--- config.mk ---
export PLATFORM = sky130hd
export DESIGN_NAME = packet_switch_fifo_pkt_drain
export DESIGN_NICKNAME = d
export VERILOG_FILES = /design/src/rtl/packet_switch_pkt_drain_pkg.sv /design/src/rtl/packet_switch_skid2.sv /design/src/rtl/packet_switch_fifo_pkt_drain.sv
export SDC_FILE = /design/constraint.sdc
export NUM_CORES = 1
export LEC_CHECK = 0
export CORE_MARGIN = 4
export CORE_UTILIZATION = 50
export CTS_CLUSTER_DIAMETER = 100
export DETAILED_ROUTE_END_ITERATION = 10
export PLACE_DENSITY = 0.83
export RECOVER_POWER = 100
export SETUP_SLACK_MARGIN = 0.2
export SKIP_LAST_GASP = 1
export SLEW_MARGIN = 10
export SYNTH_ARGS = -nofsm -noshare
export SYNTH_HDL_FRONTEND = slang
export SYNTH_SLANG_ARGS = --single-unit
--- constraint.sdc ---
create_clock -name clk -period 6.18 [get_ports clk]
set_clock_uncertainty 0.2 [all_clocks]
set_input_delay 0.618 -clock clk [delete_from_list [all_inputs] [get_ports clk]]
set_output_delay 0.618 -clock clk [all_outputs]
set_load 0.02 [all_outputs]
--- src/rtl/packet_switch_pkt_drain_pkg.sv ---
// ============================================================================
// Module      : packet_switch_pkt_drain_pkg
// Description : Shared types and constants for the packet-switch FIFO drain.
// Revision    : 1.0 - initial release
// ============================================================================
`default_nettype none

package packet_switch_pkt_drain_pkg;

  // Payload width carried by pkt_word_t; the drain supports DATA_W up to this.
  localparam int C_PKT_DATA_W = 64;

  // sop/eop sit directly above the payload in fifo_dout: {sop, eop, data}.
  localparam int C_EOP_OFS = 0;
  localparam int C_SOP_OFS = 1;

  typedef enum logic [1:0] {
    IDLE   = 2'd0,
    IN_PKT = 2'd1,
    DROP   = 2'd2
  } drain_state_e;

  typedef struct packed {
    logic                    sop;
    logic                    eop;
    logic                    err;
    logic [C_PKT_DATA_W-1:0] data;
  } pkt_word_t;

endpackage

`default_nettype wire

--- src/rtl/packet_switch_skid2.sv ---
// ============================================================================
// Module      : packet_switch_skid2
// Description : Generic 2-entry valid/ready skid buffer with occupancy output.
// Revision    : 1.0 - initial release
// ============================================================================
`default_nettype none

module packet_switch_skid2 #(
  parameter int WIDTH = 8
) (
  input  logic             clk,
  input  logic             rst,
  input  logic             i_in_valid,
  output logic             o_in_ready,
  input  logic [WIDTH-1:0] i_in_data,
  output logic             o_out_valid,
  input  logic             i_out_ready,
  output logic [WIDTH-1:0] o_out_data,
  output logic [1:0]       o_occ
);

  logic [1:0]       r_occ;
  logic [WIDTH-1:0] r_ent0;
  logic [WIDTH-1:0] r_ent1;
  logic             w_wr;
  logic             w_rd;

  assign o_in_ready  = (r_occ < 2'd2);
  assign o_out_valid = (r_occ != 2'd0);
  assign o_out_data  = r_ent0;
  assign o_occ       = r_occ;
  assign w_wr        = i_in_valid & o_in_ready;
  assign w_rd        = o_out_valid & i_out_ready;

  always_ff @(posedge clk) begin
    if (rst) begin
      r_occ <= 2'd0;
    end else begin
      r_occ <= r_occ + {1'b0, w_wr} - {1'b0, w_rd};
    end
  end

  // r_ent0 always holds the oldest entry; payload needs no reset.
  always_ff @(posedge clk) begin
    case ({w_wr, w_rd})
      2'b10: begin
        if (r_occ == 2'd0) r_ent0 <= i_in_data;
        else               r_ent1 <= i_in_data;
      end
      2'b01: begin
        r_ent0 <= r_ent1;
      end
      2'b11: begin
        if (r_occ == 2'd1) begin
          r_ent0 <= i_in_data;
        end else begin
          r_ent0 <= r_ent1;
          r_ent1 <= i_in_data;
        end
      end
      default: begin
      end
    endcase
  end

endmodule

`default_nettype wire

--- src/rtl/packet_switch_fifo_pkt_drain.sv ---
// ============================================================================
// Module      : packet_switch_fifo_pkt_drain
// Description : Pops framed words from a show-ahead FIFO, enforces framing and
//               max length, and presents a valid/ready stream (DATA_W <= 64).
//               Optional stats counters: PACKET_SWITCH_PKT_DRAIN_STATS_EN.
// Revision    : 1.0 - initial release
// ============================================================================
`default_nettype none

module packet_switch_fifo_pkt_drain
  import packet_switch_pkt_drain_pkg::*;
#(
  parameter int DATA_W        = 64,
  parameter int MAX_PKT_WORDS = 256,
  parameter int CNT_W         = $clog2(MAX_PKT_WORDS + 1)
) (
  input  logic              clk,
  input  logic              rst,
  input  logic [DATA_W+1:0] fifo_dout,
  input  logic              fifo_rdempty,
  output logic              fifo_rdreq,
  output logic              out_valid,
  input  logic              out_ready,
  output logic [DATA_W-1:0] out_data,
  output logic              out_sop,
  output logic              out_eop,
  output logic              out_err,
  output logic              err_framing,
  output logic              err_len
`ifdef PACKET_SWITCH_PKT_DRAIN_STATS_EN
  ,
  output logic [31:0]       stat_pkts,
  output logic [31:0]       stat_err_pkts,
  output logic [31:0]       stat_drop_words
`endif
);

  localparam logic [CNT_W-1:0] c_max_cnt = CNT_W'(MAX_PKT_WORDS);

  drain_state_e     r_state;
  drain_state_e     w_state_nxt;
  logic [CNT_W-1:0] r_cnt;
  logic [CNT_W-1:0] w_cnt_nxt;
  logic [CNT_W-1:0] w_cnt_inc;
  logic             r_err_framing;
  logic             r_err_len;
  logic             w_err_framing;
  logic             w_err_len;
  logic             w_fwd;
  logic             w_sop;
  logic             w_eop;
  pkt_word_t        w_word;
  pkt_word_t        w_out_word;
  logic [1:0]       w_occ;
  logic             w_skid_rdy;

  assign w_sop      = fifo_dout[DATA_W + C_SOP_OFS];
  assign w_eop      = fifo_dout[DATA_W + C_EOP_OFS];
  assign w_cnt_inc  = (r_cnt == c_max_cnt) ? r_cnt : r_cnt + 1'b1;

  // Pop depends only on registered occupancy and FIFO empty, never on out_ready.
  assign fifo_rdreq = ~rst & ~fifo_rdempty & (w_occ < 2'd2);

  always_comb begin
    w_state_nxt   = r_state;
    w_cnt_nxt     = r_cnt;
    w_fwd         = 1'b0;
    w_err_framing = 1'b0;
    w_err_len     = 1'b0;
    w_word.sop    = w_sop;
    w_word.eop    = w_eop;
    w_word.err    = 1'b0;
    w_word.data   = C_PKT_DATA_W'(fifo_dout[DATA_W-1:0]);
    if (fifo_rdreq) begin
      case (r_state)
        IDLE: begin
          if (w_sop) begin
            w_fwd = 1'b1;
            if (!w_eop) begin
              w_cnt_nxt   = CNT_W'(1);
              w_state_nxt = IN_PKT;
            end
          end else begin
            w_err_framing = 1'b1;
          end
        end
        IN_PKT: begin
          w_fwd = 1'b1;
          if (w_sop) begin
            // Close the broken packet here and drop the one that just started.
            w_word.sop    = 1'b0;
            w_word.eop    = 1'b1;
            w_word.err    = 1'b1;
            w_err_framing = 1'b1;
            w_state_nxt   = DROP;
          end else if (w_eop) begin
            w_cnt_nxt   = '0;
            w_state_nxt = IDLE;
          end else begin
            w_cnt_nxt = w_cnt_inc;
            if (w_cnt_inc == c_max_cnt) begin
              w_word.eop  = 1'b1;
              w_word.err  = 1'b1;
              w_err_len   = 1'b1;
              w_state_nxt = DROP;
            end
          end
        end
        DROP: begin
          if (w_eop) begin
            w_cnt_nxt   = '0;
            w_state_nxt = IDLE;
          end
        end
        default: begin
          w_state_nxt = IDLE;
        end
      endcase
    end
  end

  always_ff @(posedge clk) begin
    if (rst) begin
      r_state       <= IDLE;
      r_cnt         <= '0;
      r_err_framing <= 1'b0;
      r_err_len     <= 1'b0;
    end else begin
      r_state       <= w_state_nxt;
      r_cnt         <= w_cnt_nxt;
      r_err_framing <= w_err_framing;
      r_err_len     <= w_err_len;
    end
  end

  packet_switch_skid2 #(
    .WIDTH ($bits(pkt_word_t))
  ) u_skid (
    .clk         (clk),
    .rst         (rst),
    .i_in_valid  (w_fwd & w_skid_rdy),
    .o_in_ready  (w_skid_rdy),
    .i_in_data   (w_word),
    .o_out_valid (out_valid),
    .i_out_ready (out_ready),
    .o_out_data  (w_out_word),
    .o_occ       (w_occ)
  );

  assign out_data    = w_out_word.data[DATA_W-1:0];
  assign out_sop     = w_out_word.sop;
  assign out_eop     = w_out_word.eop;
  assign out_err     = w_out_word.err;
  assign err_framing = r_err_framing;
  assign err_len     = r_err_len;

`ifdef PACKET_SWITCH_PKT_DRAIN_STATS_EN
  logic [31:0] r_stat_pkts;
  logic [31:0] r_stat_err_pkts;
  logic [31:0] r_stat_drop_words;
  logic        w_eop_xfer;

  assign w_eop_xfer = out_valid & out_ready & out_eop;

  always_ff @(posedge clk) begin
    if (rst) begin
      r_stat_pkts       <= '0;
      r_stat_err_pkts   <= '0;
      r_stat_drop_words <= '0;
    end else begin
      if (w_eop_xfer && !out_err && (r_stat_pkts != '1))
        r_stat_pkts <= r_stat_pkts + 32'd1;
      if (w_eop_xfer && out_err && (r_stat_err_pkts != '1))
        r_stat_err_pkts <= r_stat_err_pkts + 32'd1;
      if (fifo_rdreq && !w_fwd && (r_stat_drop_words != '1))
        r_stat_drop_words <= r_stat_drop_words + 32'd1;
    end
  end

  assign stat_pkts       = r_stat_pkts;
  assign stat_err_pkts   = r_stat_err_pkts;
  assign stat_drop_words = r_stat_drop_words;
`endif

endmodule

`default_nettype wire

# Word-level counts from Yosys, hierarchy flattened
# Index checks and enable logic that the tools add are counted.
# totals
regBits	149
output_inout_bits	71
# classes
mux	31
n_eq_ne	16
addsub	3
n_reduce_logical	12
order_cmp	1
n_bitwise	9
# ops
operator	n
2-to-1 mux 67 bit	4
one-hot mux 67 bit (3 select lines)	1
one-hot mux 67 bit (2 select lines)	1
2-to-1 mux 9 bit	6
one-hot mux 9 bit (3 select lines)	1
== test 9 bit (second input constant)	2
2-to-1 mux 2 bit	9
!= test 2 bit (second input constant)	6
adder 9 x 1 -> 9 bit (second input constant)	1
== test 2 x 1 -> 1 bit (second input constant)	3
== test 2 bit (second input constant)	3
2-to-1 mux 3 bit	2
one-hot mux 2 bit (3 select lines)	1
AND reduction 6 bit	1
nonzero test 3 bit	2
AND 1 bit	5
AND reduction 5 bit	1
OR reduction 5 bit	1
logical NOT 2 bit	2
2-to-1 mux 1 bit	4
!= test 4 bit (second input constant)	1
NOT 1 bit	4
one-hot mux 1 bit (2 select lines)	2
nonzero test 2 bit	2
7 further kinds	7

# Longest topological paths before layout
# Gate-level depths: netlist (run 1).
# logic_depth
word_depth	10
mapped_depth	10
ltp_nobuf	9

# Hierarchy
# A second synthesis (run 1) with hierarchy kept.
# hier_totals
cells_unflattened	347
hier_area_um2	6000.8
# by_module_without_submodules
mod	instances	cells_per_inst	seq_area_each_um2	area_per_inst_um2
packet_switch_skid2	1	226	4063.9	5087.4
packet_switch_fifo_pkt_drain	1	121	260.2	913.4

# Least setup slack after synthesis (run 1)
# OpenSTA, ideal clock, no wires.
# synth_timing
path_type	input-to-reg
startpoint	input fifo_rdempty
endpoint	register u_skid.r_ent0[0] (netlist: u_skid.o_out_data[0]), enable pin
cell_stages	4
arrival_time_ps	4363
setup_slack_ps	1111
n_path_buf	0
required_time_ps	5474
setup_time_ps	506
cell_sequence	or3_4 -> inv_2 -> o21ai_2 -> o21bai_1
# synth_via
elab_chain_len	9
elab_cells_between_ends	12
classes_between	eq/ne (4); mux (1); bitwise (5); reduce/logical (2)
# synth_rtl
element	line	text
from (decl)	packet_switch_fifo_pkt_drain.sv:20	input logic fifo_rdempty,
NOT 1 bit (*)	packet_switch_fifo_pkt_drain.sv:62	assign fifo_rdreq = ~rst & ~fifo_rdempty & (w_occ < 2'd2);
AND 1 bit (*) (2 in a row)	packet_switch_fifo_pkt_drain.sv:62	
net fifo_rdreq	packet_switch_fifo_pkt_drain.sv:21	output logic fifo_rdreq,
2-to-1 mux 1 bit (*)	packet_switch_fifo_pkt_drain.sv:74	if (fifo_rdreq) begin
AND 1 bit (*)	packet_switch_fifo_pkt_drain.sv:141	.i_in_valid (w_fwd & w_skid_rdy),
AND 1 bit (*)	packet_switch_skid2.sv:32	assign w_wr = i_in_valid & o_in_ready;
== test 2 bit / == test 2 x 1 -> 1 bit (equally long branches)	packet_switch_skid2.sv:45	case ({w_wr, w_rd})
!= test 2 x 1 -> 1 bit (no source line) / nonzero test 3 bit (equally long branches)	--	
AND reduction 2 bit (no source line) (*)	--	
to (signal assigned)	packet_switch_skid2.sv:47	if (r_occ == 2'd0) r_ent0 <= i_in_data;
to (signal assigned)	packet_switch_skid2.sv:51	r_ent0 <= r_ent1;
to (signal assigned)	packet_switch_skid2.sv:55	r_ent0 <= i_in_data;
to (decl)	packet_switch_skid2.sv:23	logic [WIDTH-1:0] r_ent0;
# The timed path passes the listed nets; every way through them passes the cells marked *.
# A chain may end at the register's enable or synchronous reset.

# Worst setup path after layout (run 1)
# layout_timing
startpoint	input rst
endpoint	register u_skid.r_ent1[34], enable pin
# layout_via
elab_chain_len	9
elab_cells_between_ends	12
classes_between	eq/ne (4); mux (1); bitwise (5); reduce/logical (2)
# layout_rtl
element	line	text
from (decl)	packet_switch_fifo_pkt_drain.sv:18	input logic rst,
NOT 1 bit (*)	packet_switch_fifo_pkt_drain.sv:62	
AND 1 bit (*) (2 in a row)	packet_switch_fifo_pkt_drain.sv:62	
2-to-1 mux 1 bit (*)	packet_switch_fifo_pkt_drain.sv:74	
AND 1 bit (*)	packet_switch_fifo_pkt_drain.sv:141	
AND 1 bit (*)	packet_switch_skid2.sv:32	
== test 2 bit	packet_switch_skid2.sv:45	
!= test 2 bit (no source line) / nonzero test 2 bit (equally long branches)	--	
AND reduction 3 bit (no source line) (*)	--	
to (signal assigned)	packet_switch_skid2.sv:48	else r_ent1 <= i_in_data;
to (signal assigned)	packet_switch_skid2.sv:58	r_ent1 <= i_in_data;
to (decl)	packet_switch_skid2.sv:24	logic [WIDTH-1:0] r_ent1;
# Mark *: on every way between the ends. The rest lies on a longest branch, timed or not.

==> results of run 1 <==
-- layout by cell type (no fill, tap or decap), types with 2 or more instances in the layout --
cell	instances
sky130_fd_sc_hd__inv_1	12
sky130_fd_sc_hd__nor3_1	3
sky130_fd_sc_hd__nor2_1	18
sky130_fd_sc_hd__a31oi_1	3
sky130_fd_sc_hd__mux2_2	59
sky130_fd_sc_hd__or3_1	5
sky130_fd_sc_hd__nand4_1	3
sky130_fd_sc_hd__clkbuf_1	3
sky130_fd_sc_hd__or2_2	2
sky130_fd_sc_hd__bufinv_16	3
sky130_fd_sc_hd__clkdlybuf4s50_1	4
sky130_fd_sc_hd__dlygate4sd3_1	136
sky130_fd_sc_hd__a21o_1	2
sky130_fd_sc_hd__ha_1	7
sky130_fd_sc_hd__nand2_1	6
sky130_fd_sc_hd__and3_1	3
sky130_fd_sc_hd__dfxtp_1	15
sky130_fd_sc_hd__nand3_1	6
sky130_fd_sc_hd__edfxtp_1	134
sky130_fd_sc_hd__nor2b_1	2
sky130_fd_sc_hd__nor4_1	3
sky130_fd_sc_hd__xor2_1	2
sky130_fd_sc_hd__mux2i_1	4
sky130_fd_sc_hd__a21oi_1	13
sky130_fd_sc_hd__nand3b_1	2
sky130_fd_sc_hd__mux2_1	6
sky130_fd_sc_hd__and3_2	2
sky130_fd_sc_hd__clkbuf_16	17
sky130_fd_sc_hd__clkinv_2	5
sky130_fd_sc_hd__and2_1	2
sky130_fd_sc_hd__o21ai_0	13
-- metal layers --
metal  vias up  global-route usage  wire [microns]
li1       1649                   -               -
met1      1783              0.2474            5475
met2       166              0.3299            6616
met3        16             0.04884             938
met4         0             0.08028             182
met5         -                   0               0
-- area by class of cell --
cell class,instances,share of cell area
clock buffers,20,0.05452
clock inverters,11,0.01687
inverters,12,0.005624
multi-input cells,181,0.1842
flip-flops and latches,149,0.5399
well taps,143,0.02234
repair buffers,142,0.1765
-- state kept, by name, indices dropped and copies added (netlist names) --
register,cells
r_state,2
u_skid.o_out_data,67
r_cnt,9
err_framing,1
err_len,1
u_skid.r_ent1,67
u_skid.o_occ,2
-- path summary, 6_finish.rpt --
kind	end	slack [ns]
max	u_skid.r_ent1[34]	2.27
max reg2reg	u_skid.r_ent1[34]	2.83
min	r_state[1]	0.30
min reg2reg	r_state[1]	0.30
-- worst max-delay path, delay by kind of cell --
kind,cells,cell delay [ns]
buf+inv,3,2.10
simple gates,2,0.63
compound gates,1,0.31
-- where the power goes --
| part | internal (W) | switching (W) |
|---|---|---|
| clock | 0.000627 | 0.000379 |
| combinational | 0.000390 | 0.000529 |
| sequential | 0.00137 | 0.0000530 |
| total | 0.00239 | 0.000961 |
-- metrics by stage --
stage,power (W),setup slack [ns]
after detailed placement,0.002437,2.294
after global placement,0.002408,2.366
final,0.003349,2.273
after CTS,0.003456,2.738
after global routing,0.003492,2.006
after floorplan,0.002027,1.111
-- cells by family after synthesis --
kind of cell	after synthesis
compound gates	38
flops	149
mux	70
buf+inv	23
fa+ha+maj	7
xor+xnor	3
simple gates	63
==> results, run 1 <==
- The total of hold buffers inserted after clock tree synthesis is 0.
- The worst setup path is captured at a flip-flop.
- The count of flip-flops with a built-in enable after synthesis is 134.
- Yosys instantiated no cell more often than sky130_fd_sc_hd__edfxtp_1.
- The count of cell types in the netlist is 48.
- The cell chosen for the clock root is sky130_fd_sc_hd__clkbuf_16.
- The startpoint identified for the worst register-to-register timing path is r_state[1].
- The number of core rows is 39.
- In this run the mean area of a mapped cell was about 17 sq um.
- The total count of max-transition violations in the final report is 68.
- For this block, the routed nets add up to 13210 microns of wire.
- The total via count in the routed design is 3614.
- The final hold slack is approximately 0.30 ns.
- Walking the worst path, the cells encountered are dlygate4sd3_1, or3_1, inv_1, o21ai_0, nor2_4, clkbuf_2.
- The floorplan core area is 11560 sq um.
- The largest voltage drop on the vdd net is 170.7 uV.
- After legalization and detailed placement, the total HPWL measured 8623 microns.
- Based on the critical path, the design can be clocked at up to 256.0 MHz.
- The type of the worst setup path is in2reg.
- The final count of hold timing violations came to 0.
- The clock transition at the registers of the reported paths is ~0.050 ns.
- The adder-cell area share of the yosys netlist is 0.01469.
- The global-route usage over all layers is 0.1975.
- The startpoint of the tightest hold check path is r_state[1].
- The number of antenna violations at the first check in global routing is 0.
- STA classifies the critical path startpoint as a primary input.
- The slowest cell on the critical path is sky130_fd_sc_hd__clkbuf_2.
- Setup repair after global routing left no endpoint under its margin.
- At the end of the flow, the number of nets in the layout was 580.
- The synthesized-area fraction occupied by xor and xnor cells is 0.004406.
- The area share of the leading cell type in the synthesized netlist is 0.6748.
- The via count of the first global-routing pass is 3715.
- The number of clock sinks seen by CTS is 149.
- The synthesized design contains 149 register bits.
- The arrival time of the worst setup path is between 3 and 4 ns.
- The number of gates resized after cts is 0.
- At the end of routability-driven placement, the weighted congestion stood at about 0.94.
- The mapped cell area is 5963 sq um.
- Setup violations remaining at the end of the flow were counted as 0.
- After routing the design area is 8009 sq um.
- The first detailed-routing pass took 4 iterations.
- The finished layout holds 658 standard cells, fillers aside.
- In the finished design, the share of the clock period the worst path needs comes to 0.6322.
- The largest fanout of any net on the critical path is 67.
- The setup fix buffers added after clock tree synthesis is 0.
- Sorting the synthesized cells by how often they occur yields sky130_fd_sc_hd__edfxtp_1, sky130_fd_sc_hd__mux2_2, sky130_fd_sc_hd__nor2_1.
- The headroom to the max-slew limit is -0.1424.
- The remaining global-route overflow is 0.
- For this configuration, the core starts out at a cell density of 0.5156.
- The max-cap violation count is 1.
- The number of inserted filler cells in the final layout is 781.
- In this run the cell area measured after placement is between 7000 and 8000 sq um.
- Entering global routing, the biggest net connects 68 pins.
- The worst register-to-register path has a depth of 6.
- Dividing the detail-routed wire length by the instance count gives 20.08 microns.
- Counting along the longest clock path gives a buffer depth of 2.
- For this run, the share of the core covered by cells in the final layout is 0.6925.
- The number of levels in the clock H-tree is 4.
- The stage delay of the slowest cell on the critical path is 1.25 ns.
- During synthesis, Yosys emitted a total of 0 warnings.
- The DRC violation total after the first TritonRoute iteration is 268.
- Measured along the y axis, the die boundary spans between 100 and 150 microns.
- The count of buffers added on input and output ports is 140.
- The share of synthesized cell area in and, or, nand and nor gates is 0.05728.
- The number of CTS-inserted buffers is 17.
- TritonCTS built the clock tree.
- Adding up every negative setup slack in the final design gives 0 ns.
- The number of antenna diodes in the final layout is 0.
- The cell count after synthesis came out at 353.
- The wire length of the first global-routing pass is approximately 20000 microns.
- The smallest clock period supported by the final layout is computed as 3.907 ns.
- The DRC violation count after routing is 0.
- The combinational family with the most area after synthesis is multiplexers.
- The synthesized-area fraction occupied by ao, oa, aoi and oai cells is 0.04553.
- In the synthesized netlist the async set-or-reset flop fraction comes to 0.
- The die footprint is 13740 sq um.
- The checks that failed: capacitance limit, slew limit.
- Summing all multi-input logic gate instances after layout gives around 1500 sq um.
- Counting tap cells, the placed design contains a total of around 630 instances.
- The count of nets left with antenna violations after detail routing is 0.
- After detailed routing, the number of vias per cell comes to 5.492.
- The critical path starts at rst.
- The die width is 117.2 microns.
- The most used flip-flop cell after synthesis is sky130_fd_sc_hd__edfxtp_1.
- The required time of the critical path is 5.99 ns.
- Summed over all cells, the static leakage comes to 2.843 nW.
- The run finished, with violations left.
- Relative to the synthesized area, the layout overhead comes to 34.31%.
- The sequential cells in the finished layout cover a total of about 4300 sq um.
- 141 I/O pins were placed.
- At the pin with the least slew margin, the transition time is around 1.7 ns.
- The portion of netlist area occupied by mux cells is 0.1320.
- The clock reaches the later pin of the worst-skew pair after roughly 0.42 ns.
- The share of layout cells above drive strength 1 is 0.1903.
- The cell depth of the worst min-delay path is 2.
- The min-delay analysis places its worst path in the category reg2reg.
- Power spread over the standard cell area amounts to 418.1 nW/um^2.
- After synthesis, the cell types taking the most area are sky130_fd_sc_hd__edfxtp_1, sky130_fd_sc_hd__mux2_2, sky130_fd_sc_hd__dfxtp_1, sky130_fd_sc_hd__ha_1, sky130_fd_sc_hd__nor2_1.
- The biggest area consumer among synthesized cells is sky130_fd_sc_hd__edfxtp_1.
- Counting every net in the synthesized netlist gives 430.
- Of the synthesized area, sequential elements account for 0.7251.
No activity file was read; power rests on OpenSTA's default activity.
==> run 2, diff against run 1 <==
==> constraint.sdc (replaced) <==
create_clock -name clk -period 3.6 [get_ports clk]
set_clock_uncertainty 0.2 [all_clocks]
set_input_delay 0.36 -clock clk [delete_from_list [all_inputs] [get_ports clk]]
set_output_delay 0.36 -clock clk [all_outputs]
set_load 0.02 [all_outputs]
==> run 2 against run 1 <==
  * Count of clock-buffer cells in the layout shrank 3
  * Die area is the same
  * The run now ends clean
  * Non-clock buffer count grew 5
  * Power grew 73%
  * Global-route usage shrank 0.45 points
  * Wire length shrank 0.86%
  * Highest routed layer unchanged
==> results, run 2 (synthesis results as in run 1) <==
- After layout, the minimum clock period comes to 3.019 ns.
- Static timing analysis puts the maximum clock frequency at ~330 MHz.
- The number of detailed-routing iterations run before antenna repair is 4 (unchanged).
- The number of buffers between clock root and the deepest sink is 2 (unchanged).
- The run finished with clean final reports.
- By startpoint and endpoint, the worst setup path is classified as reg2reg.
- The total of hold buffers inserted after clock tree synthesis is 0 (unchanged).
- The library cell used most frequently in the layout, excluding fill and tap cells, is sky130_fd_sc_hd__dlygate4sd3_1.
- The DRC violation count after routing is 0 (unchanged).
- The share of layout cells above drive strength 1 is 0.2054 (+0.01508).
- Setup repair after global routing left no endpoint under its margin.
- The power per standard cell area is 716.1 nW/um^2 (+71%).
- The fraction of the core area covered by cells at the end of the flow is 0.6996 (+0.007032).
- The required time of the critical path is 3.70 ns (-2.29 ns).
- The total count of max-transition violations in the final report is 0 (-100%).
- The cell chosen for the clock root is sky130_fd_sc_hd__clkbuf_16.
- The number of levels in the clock H-tree is 4 (unchanged).
- The HPWL after detailed placement came to 8792 microns (+2.0%).
- The arrival time of the worst setup path was 3.12 ns (-0.60 ns).
- The DRC violation total after the first TritonRoute iteration was 248 (-7.5%).
- STA classifies the critical path endpoint as a flip-flop.
- The capture instance of the worst register-to-register path is r_state[0].
- The max-cap violation count is 0 (-1).
- The total via count in the routed design is 3615 (+0.028%).
- The die width is 117.2 microns (unchanged).
- The min-delay analysis places its worst path in the category reg2reg.
- The largest net degree at the start of global routing is 68 (unchanged).
- The number of cells in the finished layout apart from fillers is 666 (+1.2%).
- The area added between synthesis and finish is 35.67%.
- The total chip power came to 0.005793 W (+73%).
- The final weighted congestion in routability-driven placement was 0.8802 (-6.4%).
- The via count of the first global-routing pass is 3699 (-0.43%).
- The port buffer count is 140 (unchanged).
- The headroom to the max-slew limit is 0.3098 (+0.4522).
- The startpoint type of the worst setup path is a flip-flop.
- The number of core rows was 39 (unchanged).
- In the layout the commonest cells are sky130_fd_sc_hd__dlygate4sd3_1, sky130_fd_sc_hd__edfxtp_1, sky130_fd_sc_hd__mux2_2, sky130_fd_sc_hd__nor2_1, sky130_fd_sc_hd__clkbuf_16.
- The floorplan core area is 11560 sq um (unchanged).
- The boundary pin count is 141 (unchanged).
- The share of the clock period used by the worst path after layout is 0.8385.
- The final count of hold timing violations is 0 (unchanged).
- The starting density of the core is 0.5156 (unchanged).
- The die footprint is 13740 sq um (unchanged).
- The CTS tree is yes.
- The number of gates resized after cts is 0 (unchanged).
- The remaining global-route overflow is 0 (unchanged).
- The total leakage power is 2.861 nW (+0.63%).
- The slack of the worst reg-to-reg path was 0.58 ns (-2.25 ns).
- The setup fix buffers added after clock tree synthesis came to 0 (unchanged).
- The transition time at the pin with the least slew margin was 1.035 ns (-0.6782 ns).
- In this run the critical register-to-register path is launched from r_cnt[0].
- The total length of routed wires was 13100 microns (-0.86%).
- The largest fanout of any net on the critical path came to 7 (-90%).
- The number of cell instances on the worst register-to-register path is 7 (+1).
- The global-route usage over all layers is 0.1930 (-0.004503).
- The wire length of the first global-routing pass is 19870 microns (-0.31%).
- The average wire length per cell after detail routing came to 19.67 microns (-2.1%).
- The cell depth of the worst min-delay path was 2 (unchanged).
- The area used by sequential logic in the layout is 4324 sq um (unchanged).
- The number of inserted filler cells in the final layout came to 746 (-4.5%).
- The clock transition at the registers of the reported paths was 0.06 ns (about the same).
- The overall die height is 117.2 microns (unchanged).
- The detail-routed via count per cell is 5.428 (-1.2%).
- The sink of the worst hold path is r_state[1].
- The number of cells after detailed placement was 632 (+0.80%).
- The number of CTS-inserted buffers was 17 (unchanged).
- The number of antenna violations at the first check in global routing came to 0 (unchanged).
- The final setup violation count is 0 (unchanged).
- The smallest setup slack after layout is 0.5814 ns (-1.692 ns).
- The multi-input logic area came to 1473 sq um (-0.17%).
- The count of nets left with antenna violations after detail routing came to 0 (unchanged).
- The largest voltage drop on the vdd net is 351.7 uV (+110%).
- The number of clock sinks seen by CTS came to 149 (unchanged).
- The total negative setup slack is 0 ns (unchanged).
- The post-placement worst setup slack came to 0.7953 ns (-1.499 ns).
- The clock insertion delay at the later pin of the skew report is 0.41 ns (about the same).
- The net count of the finished layout is 585 (+0.86%).
- In this run the most critical hold path is launched from r_state[1].
run 2: changes by cell type in the layout (fill, tap and decap cells not counted), sizes merged:
cell,previous run,this run
diode,0,2
bufinv,3,1
clkinv,7,0
buf,1,4
clkdlybuf4s50,4,5
clkbuf,21,20
inv,12,22
dlygate4sd3,136,135
clkinvlp,1,4
run 2: routing by layer:
layer  vias up  part of all wire  track usage
li1       1671                 -            -
met1      1787              0.42       0.2430
met2       142              0.49       0.3175
met3        15             0.072      0.06118
met4         0             0.011      0.06498
met5         -                 0            0
run 2: stage by stage:
stage          hold slack, ns  cell area, sq um
6_report               0.3061              8090
5_1_grt                0.3496              8085
4_1_cts                0.3083              8173
3_5_place_dp           0.2949              7592
3_3_place_gp           0.2799              7592
2_1_floorplan          0.2316              5969
run 2: cell type report:
class                      instances  share of cell area
clock buffer                      17             0.05258
tap                              143             0.02212
timing repair buffer             147              0.1834
clock inverter                    15             0.01918
antenna                            2           0.0006186
inverter                          12            0.005568
multi-input combinational        181              0.1820
sequential                       149              0.5345
run 2: worst max-delay path, cell delays in order, from the launching register on:
cell                       delay (ns)
sky130_fd_sc_hd__dfxtp_1         0.43
sky130_fd_sc_hd__ha_1            0.26
sky130_fd_sc_hd__nand3_1         0.20
sky130_fd_sc_hd__or3_4           0.42
sky130_fd_sc_hd__a221oi_1        0.39
sky130_fd_sc_hd__o211ai_1        0.29
sky130_fd_sc_hd__a31oi_1         0.38
sky130_fd_sc_hd__mux2_4          0.33
run 2: worst max path at each step:
stage	from	end	slack, ns	cells past startpoint
detailed placement	fifo_rdempty	u_skid.o_out_data[54]	0.80	8
finish	r_cnt[0]	r_state[0]	0.58	7
global route	r_cnt[0]	r_state[0]	0.40	7
CTS	r_cnt[0]	r_state[0]	1.0	7
floorplan	fifo_rdempty	u_skid.o_out_data[0]	0.21	4
global placement	fifo_rdempty	u_skid.o_out_data[53]	0.86	8
run 2: power breakdown:
group | switching (W) | total, W | leakage, nW | internal (W)
clock network | 0.000752 | 0.00173 | 0.274 | 0.000980
logic | 0.000915 | 0.00162 | 1.24 | 0.000701
registers | 0.0000927 | 0.00245 | 1.35 | 0.00235
